## src/rtl/tetris_line_clear_if.sv

```systemverilog
// -----------------------------------------------------------------------------
// tetris_line_clear_if
// Single-port board SRAM bus shared between the line-clear engine and the
// board memory.
//
// Signals:
//   mem_x      column address           (engine -> memory)
//   mem_y      row address              (engine -> memory)
//   mem_re     read strobe, data next cycle
//   mem_we     write strobe, same-cycle write
//   mem_wdata  write data
//   mem_rdata  read data, one-cycle latency (memory -> engine)
//
// Modports: master = engine side, slave = memory side.
// -----------------------------------------------------------------------------
interface tetris_line_clear_if #(
    parameter int XW      = 4,
    parameter int YW      = 5,
    parameter int COLOR_W = 3
);
    logic [XW-1:0]      mem_x;
    logic [YW-1:0]      mem_y;
    logic               mem_re;
    logic               mem_we;
    logic [COLOR_W-1:0] mem_wdata;
    logic [COLOR_W-1:0] mem_rdata;

    modport master (
        output mem_x,
        output mem_y,
        output mem_re,
        output mem_we,
        output mem_wdata,
        input  mem_rdata
    );

    modport slave (
        input  mem_x,
        input  mem_y,
        input  mem_re,
        input  mem_we,
        input  mem_wdata,
        output mem_rdata
    );
endinterface

```

## src/rtl/tetris_line_clear.sv

```systemverilog
// -----------------------------------------------------------------------------
// tetris_line_clear
// Line-clear engine for a Tetris board held in single-port SRAM. After a piece
// locks, the game controller pulses start and hands over the SRAM port. Rows
// are scanned bottom-up; each full row is removed by copying every row above
// it down by one and blanking row 0. The row that moves into the cleared slot
// is re-checked, so stacked full rows are all removed.
//
// Ports:
//   clk            system clock
//   reset          asynchronous active-high reset
//   start          scan request, ignored unless idle
//   busy           high whenever not idle (includes the done cycle)
//   done           one-cycle completion pulse
//   lines_cleared  rows removed by the last scan, saturating at 7
//   total_lines    rows removed since reset, saturating at 16'hFFFF
//   mem            board SRAM bus (master side)
//
// State table:
//   IDLE    | waiting for start; controller owns the SRAM
//   CHK_RD  | read cell (x, y) of the row under test
//   CHK_EV  | evaluate read data; advance column, row, or start a clear
//   SH_RD   | read cell (x, sy-1) of the row above the destination
//   SH_WR   | write that cell into (x, sy)
//   CLR_TOP | write EMPTY_COLOR into (x, 0), count the line when done
//   DONE    | one-cycle done pulse, then back to IDLE
// -----------------------------------------------------------------------------
module tetris_line_clear #(
    parameter int BOARD_W     = 10,
    parameter int BOARD_H     = 20,
    parameter int COLOR_W     = 3,
    parameter int EMPTY_COLOR = 7,
    parameter int XW          = $clog2(BOARD_W),
    parameter int YW          = $clog2(BOARD_H)
) (
    input  logic                 clk,
    input  logic                 reset,
    input  logic                 start,
    output logic                 busy,
    output logic                 done,
    output logic [2:0]           lines_cleared,
    output logic [15:0]          total_lines,
    tetris_line_clear_if.master  mem
);

    localparam logic [XW-1:0]      X_LAST = XW'(BOARD_W - 1);
    localparam logic [YW-1:0]      Y_TOP  = YW'(BOARD_H - 1);
    localparam logic [COLOR_W-1:0] EMPTY  = COLOR_W'(EMPTY_COLOR);

    typedef enum logic [2:0] {
        IDLE    = 3'd0,
        CHK_RD  = 3'd1,
        CHK_EV  = 3'd2,
        SH_RD   = 3'd3,
        SH_WR   = 3'd4,
        CLR_TOP = 3'd5,
        DONE    = 3'd6
    } state_t;

    state_t        state, state_n;
    logic [XW-1:0] x, x_n;
    logic [YW-1:0] y, y_n;
    logic [YW-1:0] sy, sy_n;
    logic [2:0]    lc_n;
    logic [15:0]   tl_n;

    always_ff @(posedge clk or posedge reset) begin
        if (reset) begin
            state         <= IDLE;
            x             <= '0;
            y             <= '0;
            sy            <= '0;
            lines_cleared <= '0;
            total_lines   <= '0;
        end else begin
            state         <= state_n;
            x             <= x_n;
            y             <= y_n;
            sy            <= sy_n;
            lines_cleared <= lc_n;
            total_lines   <= tl_n;
        end
    end

    always_comb begin
        state_n = state;
        x_n     = x;
        y_n     = y;
        sy_n    = sy;
        lc_n    = lines_cleared;
        tl_n    = total_lines;

        case (state)
            IDLE: begin
                if (start) begin
                    y_n     = Y_TOP;
                    x_n     = '0;
                    lc_n    = '0;
                    state_n = CHK_RD;
                end
            end

            CHK_RD: state_n = CHK_EV;

            CHK_EV: begin
                if (mem.mem_rdata == EMPTY) begin
                    x_n = '0;
                    if (y == '0) begin
                        state_n = DONE;
                    end else begin
                        y_n     = y - YW'(1);
                        state_n = CHK_RD;
                    end
                end else if (x != X_LAST) begin
                    x_n     = x + XW'(1);
                    state_n = CHK_RD;
                end else begin
                    sy_n    = y;
                    x_n     = '0;
                    state_n = (y == '0) ? CLR_TOP : SH_RD;
                end
            end

            SH_RD: state_n = SH_WR;

            SH_WR: begin
                if (x != X_LAST) begin
                    x_n     = x + XW'(1);
                    state_n = SH_RD;
                end else begin
                    x_n = '0;
                    if (sy == YW'(1)) begin
                        state_n = CLR_TOP;
                    end else begin
                        sy_n    = sy - YW'(1);
                        state_n = SH_RD;
                    end
                end
            end

            CLR_TOP: begin
                if (x != X_LAST) begin
                    x_n = x + XW'(1);
                end else begin
                    x_n = '0;
                    if (lines_cleared != 3'd7)
                        lc_n = lines_cleared + 3'd1;
                    if (total_lines != 16'hFFFF)
                        tl_n = total_lines + 16'd1;
                    // y is left alone: the row just shifted into y is re-checked.
                    state_n = CHK_RD;
                end
            end

            DONE: state_n = IDLE;

            default: state_n = IDLE;
        endcase
    end

    // SRAM strobes and addresses are decoded from registered state only.
    // In SH_WR the write data is the SRAM's own read data from the SH_RD
    // cycle, passed straight back so a shifted cell costs two cycles.
    always_comb begin
        busy          = (state != IDLE);
        done          = (state == DONE);
        mem.mem_re    = (state == CHK_RD) || (state == SH_RD);
        mem.mem_we    = (state == SH_WR) || (state == CLR_TOP);
        mem.mem_x     = x;
        mem.mem_y     = '0;
        mem.mem_wdata = '0;
        case (state)
            CHK_RD, CHK_EV: mem.mem_y = y;
            SH_RD:          mem.mem_y = sy - YW'(1);
            SH_WR: begin
                mem.mem_y     = sy;
                mem.mem_wdata = mem.mem_rdata;
            end
            CLR_TOP:        mem.mem_wdata = EMPTY;
            default:        mem.mem_y = '0;
        endcase
    end

endmodule
```

## src/flat_wrapper.sv

```systemverilog
// flat-port wrapper written by rule: the top's interface ports become plain ports
module tetris_line_clear_flat 
#(
    parameter int BOARD_W     = 10,
    parameter int BOARD_H     = 20,
    parameter int COLOR_W     = 3,
    parameter int EMPTY_COLOR = 7,
    parameter int XW          = $clog2(BOARD_W),
    parameter int YW          = $clog2(BOARD_H)
)
  (clk, reset, start, busy, done, lines_cleared, total_lines, mem_mem_x, mem_mem_y, mem_mem_re, mem_mem_we, mem_mem_wdata, mem_mem_rdata);
  tetris_line_clear_if #(.XW(XW), .YW(YW), .COLOR_W(COLOR_W)) mem_i ();
  input  logic clk;
  input  logic reset;
  input  logic start;
  output logic busy;
  output logic done;
  output logic [2:0] lines_cleared;
  output logic [15:0] total_lines;
  output wire logic [$bits(mem_i.mem_x)-1:0] mem_mem_x;
  output wire logic [$bits(mem_i.mem_y)-1:0] mem_mem_y;
  output wire logic [$bits(mem_i.mem_re)-1:0] mem_mem_re;
  output wire logic [$bits(mem_i.mem_we)-1:0] mem_mem_we;
  output wire logic [$bits(mem_i.mem_wdata)-1:0] mem_mem_wdata;
  input wire logic [$bits(mem_i.mem_rdata)-1:0] mem_mem_rdata;
  assign mem_mem_x = mem_i.mem_x;
  assign mem_mem_y = mem_i.mem_y;
  assign mem_mem_re = mem_i.mem_re;
  assign mem_mem_we = mem_i.mem_we;
  assign mem_mem_wdata = mem_i.mem_wdata;
  assign mem_i.mem_rdata = mem_mem_rdata;
  tetris_line_clear #(.BOARD_W(BOARD_W), .BOARD_H(BOARD_H), .COLOR_W(COLOR_W), .EMPTY_COLOR(EMPTY_COLOR), .XW(XW), .YW(YW)) u_core (.clk(clk), .reset(reset), .start(start), .busy(busy), .done(done), .lines_cleared(lines_cleared), .total_lines(total_lines), .mem(mem_i));
endmodule
```

## config.mk

```make
export PLATFORM = sky130hd
export DESIGN_NAME = tetris_line_clear_flat
export DESIGN_NICKNAME = d
export VERILOG_FILES = /design/src/rtl/tetris_line_clear_if.sv /design/src/rtl/tetris_line_clear.sv /design/src/flat_wrapper.sv
export SDC_FILE = /design/constraint.sdc
export NUM_CORES = 1
export LEC_CHECK = 0
export ABC_CLOCK_PERIOD_IN_PS = 2000
export BUFFER_PORTS_ARGS = -buffer_cell sky130_fd_sc_hd__buf_2
export CAP_MARGIN = 15
export CORE_MARGIN = 5
export CORE_UTILIZATION = 30
export CTS_CLUSTER_SIZE = 8
export DETAILED_ROUTE_END_ITERATION = 8
export GPL_TIMING_DRIVEN = 1
export PLACE_DENSITY_LB_ADDON = 0.25
export SLEW_MARGIN = 20
export SYNTH_ARGS = -nofsm -noshare
export SYNTH_HDL_FRONTEND = slang
export SYNTH_SLANG_ARGS = --single-unit
```

## constraint.sdc

```tcl
create_clock -name clk -period 2 [get_ports clk]
set_input_delay 0 -clock clk [delete_from_list [all_inputs] [get_ports clk]]
set_output_delay 0 -clock clk [all_outputs]
set_load 0.05 [all_outputs]
```

==> results of run 1 <==
## cells in the final DEF, fill, tap and decap left out, drive strengths merged, types with 2 or more instances in the layout
cell type  Yosys  layout
nand2b         2       2
nor3           6       6
and3           4       4
xnor2          8       8
xor2           8       8
nand2         10      10
or3            4       4
dfrtp         36      36
nand4b         2       2
inv           15      15
nor3b          4       4
o21ai         15      15
a32oi          2       2
and2           2       2
nor2b          4       4
nor2          20      20
clkbuf         3       9
nand3          8       8
o2111ai        2       2
ha             6       6
mux2           4       4
and4           3       3
a21o           2       2
a22o           4       4
a22oi          5       5
nand4          4       4
buf            7      52
o2bb2ai        4       4
a21oi          8       8
and4bb         2       2
nor4           6       6
o22ai          3       3
mux2i         11      11
or2            2       2
## routing by layer
layer | share of wire, % | routed length (µm) | vias to the layer above | GRT usage (%)
met5 | 0 | 0 | - | 0
met4 | 1.0 | 58 | 0 | 2.84
met3 | 5.7 | 317 | 5 | 3.54
met2 | 47 | 2610 | 47 | 19.3
met1 | 47 | 2620 | 964 | 15.6
li1 | - | - | 982 | -
## flip-flops by register name, indices dropped and copies added, names as in the netlist
signal                flops
u_core.mem.mem_x          4
u_core.y                  5
u_core.total_lines       16
u_core.state              3
u_core.sy                 5
u_core.lines_cleared      3
## logic make-up after synthesis
family          share of synthesized area (%)
buf+inv                                  4.64
fa+ha+maj                                3.17
xor+xnor                                 5.91
flops                                    38.0
compound gates                           15.4
simple gates                             26.2
mux                                      6.70
## path summary, 6_finish.rpt
| kind | startpoint | end | slack (ns) |
|---|---|---|---|
| worst min register to register | u_core.total_lines[6]$_DFFE_PP0P_ | u_core.total_lines[6]$_DFFE_PP0P_ | 0.49 |
| min in group asynchronous | reset | u_core.total_lines[6]$_DFFE_PP0P_ | 0.36 |
| worst max register to register | u_core.sy[1]$_DFFE_PP0P_ | u_core.sy[1]$_DFFE_PP0P_ | 0.1 |
| worst max-delay path | u_core.sy[1]$_DFFE_PP0P_ | u_core.sy[1]$_DFFE_PP0P_ | 0.1 |
| max in group asynchronous | reset | u_core.state[0]$_DFFE_PP0P_ | 1.28 |
| worst min-delay path | start | u_core.y[4]$_DFFE_PP0P_ | 0.07 |
## critical path, stage by stage (launching register included)
cell,delay (ns)
dfrtp_1,0.39
inv_1,0.10
ha_1,0.14
or4b_1,0.50
o2bb2ai_2,0.18
nand3_2,0.14
mux2_1,0.33
## layout make-up
class | instances | area (µm²) | area share (%)
Timing Repair Buffer | 55 | 327 | 11.3
Inverter | 15 | 56.3 | 1.95
Multi-Input combinational cell | 178 | 1380 | 47.7
Tap cell | 102 | 128 | 4.42
Clock buffer | 7 | 96.3 | 3.34
Sequential cell | 36 | 903 | 31.3
## what timing repair did
item,4_1_cts,5_1_grt
hold endpoints to repair,36,0
gates resized for setup,1,7
hold buffers,1,0
setup endpoints to repair,1,3
## through the flow
step	instances	power [mW]	cell area (µm²)	TNS, ns
after global routing	393	3.54	2890	0
after detailed placement	385	2.72	2760	0
after floorplan	239	2.25	2380	-0.198
after CTS	393	3.31	2870	0
final	393	3.30	2890	0
after global placement	385	2.72	2760	0
## power groups by stage
stage / clock [mW] / sequential (mW) / combinational [mW]
3_5_place_dp: 0 / 0.943 / 1.78
2_1_floorplan: 0 / 0.980 / 1.27
3_3_place_gp: 0 / 0.939 / 1.78
6_report: 0.553 / 0.932 / 1.82
4_1_cts: 0.579 / 0.929 / 1.80
5_1_grt: 0.614 / 0.951 / 1.97
==> summary.md, run 1 <==
| Metric | Value |
|---|---|
| Status | finished, final reports clean |
| Crit-path max FO | 5 |
| Number of nets in the layout | 303 |
| Pwr Density | 1140 nW/µm² |
| Pin count of the biggest net entering global routing | 37 |
| CP Data Arrival Time | 2.07 ns |
| DRT Wirelength | 5600 µm |
| Fill cell total of the finished layout | 786 |
| Fin util | 37.3% |
| Fin crit period | 1.90 ns |
| Final worst setup slack | 0.0992 ns |
| Clock transition at the registers of the reported paths | 0.07 ns |
| Worst hold path depth | 3 |
| RSZ-0062 raised after global routing | false |
| DIE AREA | just under 10000 µm² |
| Clock skew | around 0.0051 ns |
| CTS max path bufs | 2 |
| GPL Wtd Cong | a little over 0.8 |
| CTS tree | built |
| DRC Markers | 0 |
| Area leader, netlist | dfrtp_1 |
| Worst path required time | 2.16 ns |
| Worst Hold Slack | 0.0669 ns |
| Global-route wire length before repair | 9590 µm |
| Post-synth EDFFs | 0 |
| Sequential element share of the synthesized area | 38.0% |
| Core area | just under 8000 µm² |
| Layout area overhead | 21.7% |
| Synth top area share | a little under two fifths |
| Final period util | between 90% and 100% |
| Critical Path Source Type | flop |
| Clock Sinks | 36 |
| Number of global-route vias before repair | 1942 |
| Initial antenna violation count | 0 |
| Final setup fails | 0 |
| Pre-CTS setup slack | 0.106 ns |
| Max-slew violations | 0 |
| First drt pass iteration count | 4 |
| Slew headroom | between 60% and 70% |
| Syn Nets | around 250 |
| Num rows | 32 |
| Final hold vios | 0 |
| Num ports | between 40 and 50 |
| Most common cell in the netlist | dfrtp_1 |
| Clk pwr share | 16.8% |
| CP Capture Type | flop |
| IO Port Bufs | 40 |
| Routed wire per std cell | 14.2 µm |
| Max VDD drop | 1080 µV |
| Clock root cell | clkbuf_8 |
| Worst R2R Path Depth | 6 |
| Commonest cells in the netlist | dfrtp_1 (36), nor2_1 (19), inv_1 (15) |
| Synth cell types | 62 |
| #FFs+latches synth | 36 |
| Critical path class | flop to flop |
| Int Power | 1.71 mW |
| Mapped Cells | approximately 240 |
| Synth Cell Area | 2370 µm² |
| FMAX | 526 MHz |
| Share of cells above drive strength 1 | between 20% and 30% |
| Worst-skew pair later-pin latency | approximately 0.28 ns |
| Yosys warns | 0 |
| H-Tree Depth | 2 |
| Antenna Nets Post-Route | 0 |
| Leak | 1.43 nW |
| Starting DRT DRC Count | 94 |
| Sequential power share | 28.2% |
| Die height | 98.9 µm |
| Logic pwr share | 55.0% |
| Vias per std cell | 5.08 |
| Antenna diode count | 0 |
| TritonCTS Buffers | 5 |
| Initial Utilization | 30.7% |
| Sw power | 1.59 mW |
| Max_cap viols | 0 |
| Syn Area/Cell | 9.92 µm² |
| Gr ovfl total | 0 |
| GRT Total Usage | 11.9% |
| Hold Crit Class | primary input to flop |
| Synth top area cells | dfrtp_1 (38%), mux2i_1 (4.6%), ha_1 (3.2%), nor2_1 (3.0%), xnor2_1 (3.0%) |
| Synth Flop Type | dfrtp_1 |
| Vias | 1998 |
| Worst-Margin Slew | 0.511 ns |
| Asr flop ratio synth | 100% |
| Die width | 98.9 µm |
| Postcts setup bufs | 0 |
| Sw Share | 48.2% |
| Final HPWL DP | between 4000 and 5000 µm |
(Power assumes the default switching activity.)
==> run 2: changes to the inputs <==
--- a/config.mk
+++ b/config.mk
@@ -11,8 +11,9 @@
 export CORE_MARGIN = 5
 export CORE_UTILIZATION = 30
+export CTS_BUF_LIST = sky130_fd_sc_hd__clkbuf_4
 export CTS_CLUSTER_SIZE = 8
 export DETAILED_ROUTE_END_ITERATION = 8
 export GPL_TIMING_DRIVEN = 1
-export PLACE_DENSITY_LB_ADDON = 0.25
+export PLACE_DENSITY = 0.57
 export SLEW_MARGIN = 20
 export SYNTH_ARGS = -nofsm -noshare
==> constraint.sdc (replaced) <==
create_clock -name clk -period 2 [get_ports clk]
set_input_delay 0.4 -clock clk [delete_from_list [all_inputs] [get_ports clk]]
set_output_delay 0.4 -clock clk [all_outputs]
set_load 0.05 [all_outputs]
==> summary.md, run 2 (synthesis gave the netlist of run 1 again) <==
| Metric | Value |
|---|---|
| CP Data Arrival Time | 1.77 ns (was 2.07 ns) |
| FMAX | 461 MHz (was 526 MHz) |
| Setup_tns | -0.467 ns (was 0 ns) |
| Largest Register | u_core.total_lines (unchanged) |
| Die height | 98.9 µm (unchanged) |
| Max-slew violations | 0 (unchanged) |
| Critical path class | flop to output pin (was flop to flop) |
| Vias | 2084 (was 1998) |
| Num rows | 32 (unchanged) |
| Core area | 7730 µm² (unchanged) |
| Final worst setup slack | -0.171 ns (was 0.0992 ns) |
| Fill cell total of the finished layout | 760 (was 786) |
| Antenna Nets Post-Route | 0 (unchanged) |
| IO Port Bufs | 40 (unchanged) |
| Fin crit period | 2.17 ns (was 1.90 ns) |
| Worst path required time | 1.60 ns (was 2.16 ns) |
| GRT Total Usage | 12.3% (was 11.9%) |
| Initial antenna violation count | 0 (unchanged) |
| First drt pass iteration count | 4 (unchanged) |
| Critical Path Source Type | flop (unchanged) |
| Final hold vios | 0 (unchanged) |
| Pre-CTS setup slack | 0.0657 ns (was 0.106 ns) |
| Pin count of the biggest net entering global routing | 37 (unchanged) |
| Fin cells | 413 (was 393) |
| Global-route wire length before repair | 10100 µm (was 9590 µm) |
| Number of nets in the layout | 322 (was 303) |
| Clock root cell | clkbuf_4 (was clkbuf_8) |
| Routed wire per std cell | 14.5 µm (was 14.2 µm) |
| Final period util | 109% (was 95.0%) |
| DRC Markers | 0 (unchanged) |
| Share of cells above drive strength 1 | 40.8% (was 28.9%) |
| Final setup fails | 5 (was 0) |
| Die width | 98.9 µm (unchanged) |
| CTS tree | built (unchanged) |
| Layout area overhead | 35.1% (was 21.7%) |
| Leak | 1.55 nW (was 1.43 nW) |
| Commonest non-fill, non-tap cell in the layout | buf_4 (was buf_2) |
| Most frequent cells in the layout | buf_4 (35), dfrtp_1 (32), buf_2 (29), nor2_1 (14), inv_1 (12) (was buf_2 (37), dfrtp_1 (34), nor2_1 (19), inv_1 (15), buf_4 (14)) |
| Worst-skew pair later-pin latency | 0.34 ns (was 0.28 ns) |
| H-Tree Depth | 2 (unchanged) |
| RSZ-0062 raised after global routing | true (was false) |
| Max VDD drop | 1160 µV (was 1080 µV) |
| CP Capture Type | output pin (was flop) |
| Placed insts | 393 (was 385) |
| Pwr Density | 1190 nW/µm² (was 1140 nW/µm²) |
| TritonCTS Buffers | 5 (unchanged) |
| Clock skew | 0.0224 ns (was 0.00511 ns) |
| DIE AREA | 9780 µm² (unchanged) |
| Antenna diode count | 0 (unchanged) |
| Max reg flops | 16 (unchanged) |
| Gr ovfl total | 0 (unchanged) |
| Failing checks | setup timing |
| Crit-path max FO | 2 (was 5) |
| Hold Crit Class | primary input to async pin (was primary input to flop) |
| Biggest regs | u_core.total_lines x16, u_core.sy x5, u_core.y x5 (unchanged) |
| Num ports | 41 (unchanged) |
| Clock Sinks | 36 (unchanged) |
| Slew headroom | 68.3% (was 65.6%) |
| Number of global-route vias before repair | 2013 (was 1942) |
| Starting DRT DRC Count | 74 (was 94) |
| GPL Wtd Cong | 0.803 (was 0.813) |
| DRT Wirelength | 5990 µm (was 5600 µm) |
| Vias per std cell | 5.05 (was 5.08) |
| Final HPWL DP | 4380 µm (was 4280 µm) |
| CTS max path bufs | 2 (unchanged) |
| Status | complete, but fails checks (was finished, final reports clean) |
| Worst Hold Slack | 0.150 ns (was 0.0669 ns) |
| Max_cap viols | 0 (unchanged) |
| Initial Utilization | 30.7% (unchanged) |
| Clock transition at the registers of the reported paths | 0.13 ns (was 0.07 ns) |
| Worst-Margin Slew | 0.476 ns (was 0.511 ns) |
[run 2: cell count changes in the layout (fill, tap and decap cells not counted), sizes merged]
cell	change
buf	+22
bufinv	+1
clkbuf	-4
clkinv	+3
dlygate4sd3	-1
inv	-1
[run 2: worst paths after layout]
path / from / to / slack [ns] / cells past startpoint
worst max-delay path: u_core.sy[0]$_DFFE_PP0P_ / mem_mem_y[4] / -0.17 / 7
worst min-delay path: reset / u_core.lines_cleared[0]$_DFFE_PP0P_ / 0.15 / 3
worst min register to register: u_core.total_lines[6]$_DFFE_PP0P_ / u_core.total_lines[6]$_DFFE_PP0P_ / 0.50 / 1
worst max register to register: u_core.sy[1]$_DFFE_PP0P_ / u_core.sy[1]$_DFFE_PP0P_ / -0.01 / 8
min in group clk: start / u_core.y[4]$_DFFE_PP0P_ / 0.43 / 3
max in group asynchronous: reset / u_core.state[0]$_DFFE_PP0P_ / 1.49 / 3
[run 2: critical path: stages, from the launching register on]
cell and delay (ns):
dfrtp_1 0.43, inv_2 0.09, ha_4 0.13, nor3b_4 0.17, xnor2_1 0.16, mux2i_1 0.14, o21ai_4 0.14, buf_6 0.17
[run 2: metrics by stage]
step	utilization (%)	total power, mW	cell area [µm²]
after floorplan	-	2.36	2420
after detailed placement	37.1	2.88	2860
final	41.5	3.80	3200
after global routing	41.5	4.03	3200
after CTS	40.0	3.64	3090
after global placement	37.1	2.87	2860
[run 2: final cells by class]
type                    instances  area [µm²]  share of cell area (%)
clock buffers                   5        37.5                    1.17
multi-input cells             178        1500                    46.8
inverters                      15        68.8                    2.15
flip-flops and latches         36         906                    28.3
well taps                     102         128                    3.98
clock inverters                 3        37.5                    1.17
repair buffers                 74         528                    16.5
[run 2: report_power, final]
| group | internal, mW | switching, mW |
|---|---|---|
| logic | 0.949 | 1.41 |
| registers | 0.807 | 0.126 |
| clock network | 0.255 | 0.251 |
| total | 2.01 | 1.79 |
[run 2: timing repair]
action,CTS,global route
cloned,0,0
resized for setup,30,27
pin swaps,4,6
buffers inserted,8,4
setup endpoints to repair,10,15
hold buffers,0,0
[run 2: routing by layer]
layer	wire length, µm	up-vias	track usage (%)
met5	0	-	0
met4	13	0	2.00
met3	213	2	2.97
met2	2950	34	20.6
met1	2820	1029	16.4
li1	-	1019	-
